### src/rtl/bcd_to_bin_arbiter.sv
// Round-robin arbiter sharing one serial BCD-to-binary converter core among N_REQ requesters.
// Optional RANGE_CHECK_EN: reject operands with a digit >9 without starting the core (rsp_err=1).

module bcd_to_bin_core #(
  parameter int BCD_DIGITS = 4,
  parameter int BIN_W      = 14
) (
  input  logic                    clk,
  input  logic                    arst_n,
  input  logic                    start,
  input  logic [BCD_DIGITS*4-1:0] bcd_in,
  output logic                    rdy,
  output logic                    done,
  output logic [BIN_W-1:0]        bin_out
);
  localparam int DW = BCD_DIGITS * 4;
  localparam int CW = $clog2(BIN_W + 1);

  logic [DW-1:0]    bcd_r;
  logic [BIN_W-1:0] bin_r;
  logic [CW-1:0]    cnt_r;
  logic             busy_r;
  logic             done_r;

  // Reverse double-dabble correction: any digit >= 8 after a right shift loses 3.
  function automatic logic [DW-1:0] fix_digits(input logic [DW-1:0] v);
    logic [DW-1:0] r;
    r = v;
    for (int d = 0; d < BCD_DIGITS; d++) begin
      if (v[d*4 +: 4] >= 4'd8) begin
        r[d*4 +: 4] = v[d*4 +: 4] - 4'd3;
      end else begin
        r[d*4 +: 4] = v[d*4 +: 4];
      end
    end
    return r;
  endfunction

  // One shift per cycle for BIN_W cycles, then a one-cycle done pulse.
  always_ff @(posedge clk or negedge arst_n) begin
    if (!arst_n) begin
      bcd_r  <= '0;
      bin_r  <= '0;
      cnt_r  <= '0;
      busy_r <= 1'b0;
      done_r <= 1'b0;
    end else begin
      done_r <= 1'b0;
      if (busy_r) begin
        bcd_r <= fix_digits({1'b0, bcd_r[DW-1:1]});
        bin_r <= {bcd_r[0], bin_r[BIN_W-1:1]};
        if (cnt_r == CW'(BIN_W - 1)) begin
          busy_r <= 1'b0;
          done_r <= 1'b1;
          cnt_r  <= '0;
        end else begin
          cnt_r <= cnt_r + CW'(1);
        end
      end else if (start) begin
        bcd_r  <= bcd_in;
        bin_r  <= '0;
        cnt_r  <= '0;
        busy_r <= 1'b1;
      end else begin
        busy_r <= 1'b0;
      end
    end
  end

  assign rdy     = ~busy_r;
  assign done    = done_r;
  assign bin_out = bin_r;
endmodule

module bcd_to_bin_arbiter_chk #(
  parameter int N_REQ = 4
) (
  input logic             clk,
  input logic             arst_n,
  input logic             start,
  input logic             rdy,
  input logic [N_REQ-1:0] req_ready
);
  a_start_rdy: assert property (@(posedge clk) disable iff (!arst_n) start |-> rdy);
  a_ready_onehot: assert property (@(posedge clk) disable iff (!arst_n) $onehot0(req_ready));
endmodule

module bcd_to_bin_arbiter #(
  parameter int N_REQ      = 4,
  parameter int BCD_DIGITS = 4,
  localparam int BIN_W     = $clog2(10**BCD_DIGITS),
  localparam int ID_W      = $clog2(N_REQ)
) (
  input  logic                          clk,
  input  logic                          arst_n,
  input  logic [N_REQ-1:0]              req_valid,
  input  logic [N_REQ*BCD_DIGITS*4-1:0] req_bcd,
  output logic [N_REQ-1:0]              req_ready,
  output logic                          rsp_valid,
  input  logic                          rsp_ready,
  output logic [ID_W-1:0]               rsp_id,
  output logic [BIN_W-1:0]              rsp_bin,
  output logic                          rsp_err
);
  localparam int DW = BCD_DIGITS * 4;

  typedef enum logic [1:0] {ST_IDLE, ST_BUSY, ST_RESP} state_t;

  state_t           state_r;
  logic [ID_W-1:0]  rr_ptr_r;
  logic [ID_W-1:0]  id_r;
  logic [ID_W-1:0]  grant_s;
  logic             grant_vld_s;
  logic [ID_W-1:0]  next_ptr_s;
  logic [DW-1:0]    sel_bcd_s;
  logic             hs_s;
  logic             core_start_s;
  logic             core_rdy_s;
  logic             core_done_s;
  logic [BIN_W-1:0] core_bin_s;

  // Cyclic search for the first valid requester at or after rr_ptr.
  always_comb begin
    grant_s     = '0;
    grant_vld_s = 1'b0;
    for (int i = 0; i < N_REQ; i++) begin
      if (!grant_vld_s && req_valid[(int'(rr_ptr_r) + i) % N_REQ]) begin
        grant_vld_s = 1'b1;
        grant_s     = ID_W'((int'(rr_ptr_r) + i) % N_REQ);
      end else begin
        grant_vld_s = grant_vld_s;
      end
    end
  end

  assign next_ptr_s = (grant_s == ID_W'(N_REQ - 1)) ? '0 : grant_s + ID_W'(1);
  assign sel_bcd_s  = req_bcd[int'(grant_s)*DW +: DW];
  assign hs_s       = (state_r == ST_IDLE) && grant_vld_s && core_rdy_s;
  assign req_ready  = hs_s ? (N_REQ'(1) << grant_s) : '0;

`ifdef RANGE_CHECK_EN
  logic bad_s;

  function automatic logic any_bad_digit(input logic [DW-1:0] v);
    logic bad;
    bad = 1'b0;
    for (int d = 0; d < BCD_DIGITS; d++) begin
      bad = bad | (v[d*4 +: 4] > 4'd9);
    end
    return bad;
  endfunction

  assign bad_s        = any_bad_digit(sel_bcd_s);
  assign core_start_s = hs_s & ~bad_s;
`else
  assign core_start_s = hs_s;
  assign rsp_err      = 1'b0;
`endif

  // Arbiter FSM; response fields only change on entry to RESP.
  always_ff @(posedge clk or negedge arst_n) begin
    if (!arst_n) begin
      state_r   <= ST_IDLE;
      rr_ptr_r  <= '0;
      id_r      <= '0;
      rsp_valid <= 1'b0;
      rsp_id    <= '0;
      rsp_bin   <= '0;
`ifdef RANGE_CHECK_EN
      rsp_err   <= 1'b0;
`endif
    end else begin
      case (state_r)
        ST_IDLE: begin
          if (hs_s) begin
            rr_ptr_r <= next_ptr_s;
            id_r     <= grant_s;
`ifdef RANGE_CHECK_EN
            if (bad_s) begin
              state_r   <= ST_RESP;
              rsp_valid <= 1'b1;
              rsp_id    <= grant_s;
              rsp_bin   <= '0;
              rsp_err   <= 1'b1;
            end else begin
              state_r <= ST_BUSY;
            end
`else
            state_r <= ST_BUSY;
`endif
          end else begin
            state_r <= ST_IDLE;
          end
        end
        ST_BUSY: begin
          if (core_done_s) begin
            state_r   <= ST_RESP;
            rsp_valid <= 1'b1;
            rsp_id    <= id_r;
            rsp_bin   <= core_bin_s;
`ifdef RANGE_CHECK_EN
            rsp_err   <= 1'b0;
`endif
          end else begin
            state_r <= ST_BUSY;
          end
        end
        ST_RESP: begin
          if (rsp_ready) begin
            state_r   <= ST_IDLE;
            rsp_valid <= 1'b0;
          end else begin
            state_r <= ST_RESP;
          end
        end
        default: begin
          state_r   <= ST_IDLE;
          rsp_valid <= 1'b0;
        end
      endcase
    end
  end

  bcd_to_bin_core #(
    .BCD_DIGITS (BCD_DIGITS),
    .BIN_W      (BIN_W)
  ) u_core (
    .clk     (clk),
    .arst_n  (arst_n),
    .start   (core_start_s),
    .bcd_in  (sel_bcd_s),
    .rdy     (core_rdy_s),
    .done    (core_done_s),
    .bin_out (core_bin_s)
  );

  bcd_to_bin_arbiter_chk #(
    .N_REQ (N_REQ)
  ) u_chk (
    .clk       (clk),
    .arst_n    (arst_n),
    .start     (core_start_s),
    .rdy       (core_rdy_s),
    .req_ready (req_ready)
  );
endmodule

### config.mk
export PLATFORM = sky130hd
export DESIGN_NAME = bcd_to_bin_arbiter
export DESIGN_NICKNAME = d
export VERILOG_FILES = /design/src/rtl/bcd_to_bin_arbiter.sv
export SDC_FILE = /design/constraint.sdc
export NUM_CORES = 1
export LEC_CHECK = 0
export BUFFER_PORTS_ARGS = -buffer_cell sky130_fd_sc_hd__buf_2
export CAP_MARGIN = 20
export CORE_MARGIN = 5
export CORE_UTILIZATION = 44
export CTS_CLUSTER_DIAMETER = 40
export DETAILED_ROUTE_END_ITERATION = 8
export PLACE_DENSITY = 0.71
export SYNTH_ARGS = -nofsm -noshare
export SYNTH_HDL_FRONTEND = slang
export SYNTH_SLANG_ARGS = --single-unit
### constraint.sdc
create_clock -name clk -period 2.1 [get_ports clk]
set_clock_uncertainty 0.05 [all_clocks]
set_input_delay 0.21 -clock clk [delete_from_list [all_inputs] [get_ports clk]]
set_output_delay 0.21 -clock clk [all_outputs]
set_load 0.1 [all_outputs]
# == Word-level counts from Yosys, hierarchy flattened ==
# Cells that the tools add are included.
# totals
in_bits,71
out_inout_bits,22
register_bits,59
# classes
n_shift,2
add_sub_neg,8
muxes,43
bitwise_logic,5
reduce_logical,16
n_eq_ne,6
n_lt_le_gt_ge,7
# op_table
op,count
variable part select 64 x 7 -> 16 bit,1
2-to-1 mux 16 bit,2
2-to-1 mux 14 bit,2
2-to-1 mux 4 bit,7
2-to-1 mux 1 bit,19
2-to-1 mux 2 bit,7
greater-or-equal comparator 4 bit (second input constant),3
< comparator 3 x 4 -> 1 bit (second input constant),3
subtractor 4 x 2 -> 4 bit (second input constant),3
binary-select mux 1 bit (select 2 bit),4
one-hot mux 2 bit (3 select lines),1
OR reduction 2 bit,3
logical AND 1 bit,5
adder 2 x 1 -> 2 bit (second input constant),2
adder 2 bit (second input constant),2
adder 4 x 1 -> 4 bit (second input constant),1
== test 2 bit (second input constant),2
== test 4 bit (second input constant),1
AND reduction 2 bit,2
left shift 1 x 2 -> 4 bit (first input constant),1
bitwise AND 1 bit (first input constant),3
logical NOT 1 bit,3
< comparator 2 x 3 -> 1 bit (second input constant),1
one-hot mux 1 bit (3 select lines),1
other kinds (7),8

# == Depth between registers and ports, before layout ==
# logic_depth
depth_word,18
depth_mapped,8
ltp_nobuf,7

# == Hierarchy ==
# From an unflattened synthesis, not the netlist that was laid out.
# unflattened
cells_unflattened,322
area_unflattened_um2,3399.5
# modules_own_cells
module,area_each_um2,cells_per_inst,n_inst
bcd_to_bin_core,1795.5,184,1
bcd_to_bin_arbiter,1604.0,138,1

# == Least setup slack after synthesis ==
# No wires, ideal clock.
# synth_timing
path_type,register to output
startpoint,reg rr_ptr_r[1]
endpoint,out req_ready[3]
slack_ps,-331
path_stages_with_launch,8
arrival_time_ps,2171
path_buffers,2
required_time_ps,1840
cell_sequence,dfrtp_1 > mux2i_1 > nor2_1 > a311oi_1 > buf_4 > buf_6 > ha_1 > and3_1
# synth_between
word_cells_on_any_way,32
classes_between,add/sub: 3; shift: 1; mux: 20; reduce/logical: 8
# synth_rtl
element,line,text
from (decl),110,logic [ID_W-1:0] rr_ptr_r;
from (signal assigned),176,rr_ptr_r <= next_ptr_s;
adder 2 x 1 -> 2 bit or binary-select mux 1 bit (select 2 bit) (tied branches),127,if (!grant_vld_s && req_valid[(int'(rr_ptr_r) + i) % N_REQ]) begin
binary-select mux 1 bit (select 2 bit) or 2-to-1 mux 1 bit (tied branches),127,
2-to-1 mux 1 bit (implied by the code),127,
2-to-1 mux 1 bit (implied by the code) or logical NOT 1 bit (tied branches),127,
logical AND 1 bit,127,
2-to-1 mux 1 bit,127,
logical NOT 1 bit,127,
logical AND 1 bit,127,
2-to-1 mux 1 bit,127,
logical NOT 1 bit,127,
logical AND 1 bit,127,
2-to-1 mux 2 bit *,127,
named net grant_s[0],112,logic [ID_W-1:0] grant_s;
left shift 1 x 2 -> 4 bit *,139,assign req_ready = hs_s ? (N_REQ'(1) << grant_s) : '0;
2-to-1 mux 4 bit *,139,
to (decl),98,"output logic [N_REQ-1:0] req_ready,"
# Mark *: on every way through the listed nets, which the timed path passes. The rest lies on a longest branch. The select of a mux whose other input is x is not followed.

# == Worst setup path in the final report ==
# layout_timing
startpoint,reg rr_ptr_r[1]
endpoint,out req_ready[1]
# layout_between
elab_chain_cells,15
word_cells_on_any_way,32
classes_between,add/sub: 3; shift: 1; mux: 20; reduce/logical: 8
# layout_lines
element,line,text
adder 2 x 1 -> 2 bit or binary-select mux 1 bit (select 2 bit) (tied branches),"127, 129",
binary-select mux 1 bit (select 2 bit) or 2-to-1 mux 1 bit (tied branches),127,
2-to-1 mux 1 bit (implied by the code),127,
2-to-1 mux 1 bit (implied by the code) or logical NOT 1 bit (tied branches),127,
logical AND 1 bit,127,
2-to-1 mux 1 bit,127,
logical NOT 1 bit,127,
logical AND 1 bit,127,
2-to-1 mux 1 bit,127,
logical NOT 1 bit,127,
logical AND 1 bit,127,
2-to-1 mux 1 bit,127,
logical AND 1 bit (2 in a row),138,assign hs_s = (state_r == ST_IDLE) && grant_vld_s && core_rdy_s;
2-to-1 mux 4 bit *,139,
# Mark *: on every way between the ends. The rest lies on a longest branch, timed or not. The select of a mux whose other input is x is not followed.

==> qor.yml <==
status: "finished with violations"
violations: "setup timing"
gp_congestion: 0.847
min-delay-start: "req_bcd[46]"
avgSynthCellArea_um2: 10.4
p_int_mw: 3.61
crit_buf_inv: 2
critPathCaptureType: "output pin"
syn_to_final_growth_pct: 32.5
hold_viol_final: 0
period_share_pct: 107
yosysSeqAreaShare_pct: 44.1
cts.clk_slew.worst_paths_ps: 60
drc_errors: 0
hold_class: "input port to register"
slowest_delay_ps: 390
worstPathArrival_ps: 1990
rsz0062_at_grt: "true"
die_y_um: 97.2
layout-drive-gt1-share_pct: 41.4
dp.final_hpwl_um: 5820
crit_type: "register to output pin"
cp-startpoint: "rr_ptr_r[1]"
grt_max_degree: 36
critical-path-top-delay-family: "flip-flops"
synth_cell_types: 43
nNetsFinal: 518
drt_iter0_drc: 113
cp-endpoint: "req_ready[1]"
slowest_stage: "dfrtp_1"
ir_drop_v: 0.000520
n_antenna_cell: 0
io_buffer_count: 91
synthArstFlopShare_pct: 100
wl_um: 8120
die_x_um: 97.2
pwr-share-seq_pct: 30.1
drv_cap: 0
clk_latency_ps: 330
max_clock_freq_mhz: 444
clock-sinks: 59
p_sw_mw: 2.97
setup_viol: 6
synth_edf_count: 0
combPwrFrac_pct: 52.9
coreArea_um2: 7330
switching_share_pct: 45.2
cts-root-buf: "clkbuf_8"
fin_util_pct: 60.5
r2r_start: "rr_ptr_r[1]"
pwr_density_cell_nw_per_um2: 1480
cp.depth: 7
dp.cells: 511
netlist.top_cell.by_area: "dfrtp_1"
synth_seq_cells: 59
p_leak_nw: 2.27
vias: 2775
synth.top_cells.by_area: "dfrtp_1 (44%), mux2i_1 (10%), mux2_2 (8.4%)"
r2r_end: "u_core.bcd_r[14]"
netlist_instances: 321
antenna_found_initial: 0
clockBufferDepth: 2
p_clk_share_pct: 16.9
track_usage_pct: 17.7
cts_tree: "done"
regToRegSetupSlack_ps: -80
dieArea_um2: 9450
synthFlopType: "dfrtp_1"
fin_crit_ps: 2250
fin_cells: 539
crit_fanout: 4
cts_max_level: 3
pin_count: 93
ant_nets: 0
start_kind: "register"
start_util_pct: 45.6
grt_pass1_wl_um: 13600
syn-num-nets: 404
via_per_inst: 5.15
drt-wirelength-per-cell_um: 15.1
worst-endpoint-required_ps: 1840
grt_overflow_total: 0
cp_cell_sequence: "mux2i_1, nor2_1, a311oi_4, buf_6, ha_4, and3_4, buf_12"
ff2ff_path_depth: 11
numCtsBuffers: 9
syn_area_um2: 3350
setup_ws_ps: -152
slew_viol_final: 0
grt_pass1_vias: 2895
yosys_warnings: 0
synth_top_area_share_pct: 44.1
rows: 31
drt-pass1-iter-count: 4
[power by group through the flow]
| stage | combinational, mW | clock [mW] | sequential, mW |
|---|---|---|---|
| 3_3_place_gp | 3.11 | 0 | 1.96 |
| 2_1_floorplan | 1.72 | 0 | 2.74 |
| 6_report | 3.48 | 1.11 | 1.98 |
| 5_1_grt | 3.77 | 1.18 | 2.05 |
| 4_1_cts | 3.48 | 1.14 | 1.98 |
| 3_5_place_dp | 3.19 | 0 | 2.00 |
[tightest hold or removal path, delay by kind of cell]
family,cells,cell delay [ps]
AO/OA/AOI/OAI,2,160
buffers and inverters,1,100
[cell usage in the layout, fill, tap and decap left out, types with 6 or more instances in the layout]
| cell type | netlist | routed |
|---|---|---|
| mux2_2 | 25 | 24 |
| nand2_1 | 43 | 43 |
| a21oi_1 | 12 | 12 |
| ha_1 | 12 | 9 |
| a31oi_1 | 6 | 6 |
| buf_2 | 3 | 87 |
| o21ai_0 | 24 | 23 |
| buf_12 | 0 | 6 |
| dfrtp_1 | 59 | 59 |
| nor2_1 | 16 | 16 |
| inv_1 | 10 | 10 |
| buf_4 | 3 | 23 |
| mux2i_1 | 34 | 34 |
| clkbuf_8 | 0 | 9 |
[layer usage]
layer	vias up	share of wire, %	GRT usage, %
met5	-	0	0
met4	0	1.5	6.91
met3	13	5.2	4.52
met2	85	51	31.1
met1	1326	42	20.6
li1	1351	-	-
[stage by stage]
step                      area, um^2  setup TNS, ps  hold slack, ps  power (mW)  setup WS, ps
after floorplan                 3350          -49.0            -136        4.47         -49.0
after global placement          4010              0             185        5.07           104
after detailed placement        4010              0             174        5.19          22.2
after CTS                       4430           -779             110        6.60          -149
after global routing            4430          -1700             137        7.00          -250
final                           4430           -618             128        6.58          -152
[sequential cells by signal (all words and copies together), names as in the netlist]
register / flops
u_core.busy_r: 1
state_r: 2
id_r: 2
rr_ptr_r: 2
rsp_bin: 14
u_core.cnt_r: 4
u_core.bin_out: 14
u_core.bcd_r: 16
rsp_id: 2
u_core.done: 1
rsp_valid: 1
[Yosys cell counts (2+ instances only)]
master	number
a211o_1	3
o21ai_1	4
buf_8	2
xor2_1	2
clkbuf_1	7
nand2b_1	3
o2111ai_2	2
nor2b_1	3
ha_1	12
buf_4	3
buf_6	4
dfrtp_1	59
inv_1	10
a31oi_1	6
mux2_2	25
o22ai_1	3
nor2_1	16
mux2i_1	34
xnor2_1	5
and3_1	7
o21ai_0	24
buf_2	3
nand3_1	4
o21ai_2	5
o221ai_1	4
a21oi_1	12
nand2_1	43
[cells by family after synthesis]
| group | count (synthesis) | synth area share [%] |
|---|---|---|
| fa+ha+maj | 12 | 4.49 |
| xor+xnor | 7 | 1.83 |
| mux | 60 | 19.0 |
| compound gates | 67 | 13.0 |
| simple gates | 84 | 11.9 |
| other cells | 1 | 0.112 |
| flops | 59 | 44.1 |
| buf+inv | 31 | 5.50 |
[how the worst min path moves through the flow]
| stage | to | cells after the start |
|---|---|---|
| floorplan | id_r[0] | 0 |
| global placement | u_core.bin_out[11] | 2 |
| detailed placement | u_core.bin_out[10] | 2 |
| CTS | u_core.bcd_r[14] | 3 |
| global route | u_core.bcd_r[14] | 3 |
| finish | u_core.bcd_r[14] | 3 |
[cell type report]
class	instances	area, um^2
well taps	99	124
multi-input cells	231	1760
flip-flops and latches	59	1480
repair buffers	122	822
clock inverters	5	77.6
clock buffers	11	131
inverters	12	45.0
fillers	603	2900
[what timing repair did]
action,4_1_cts,5_1_grt
gates resized for setup,23,2
cloned,1,0
setup buffers,10,1
hold buffers,1,0
hold endpoints to repair,59,0
pin swaps,12,1
setup endpoints to repair,6,18
(Power assumes the default switching activity.)
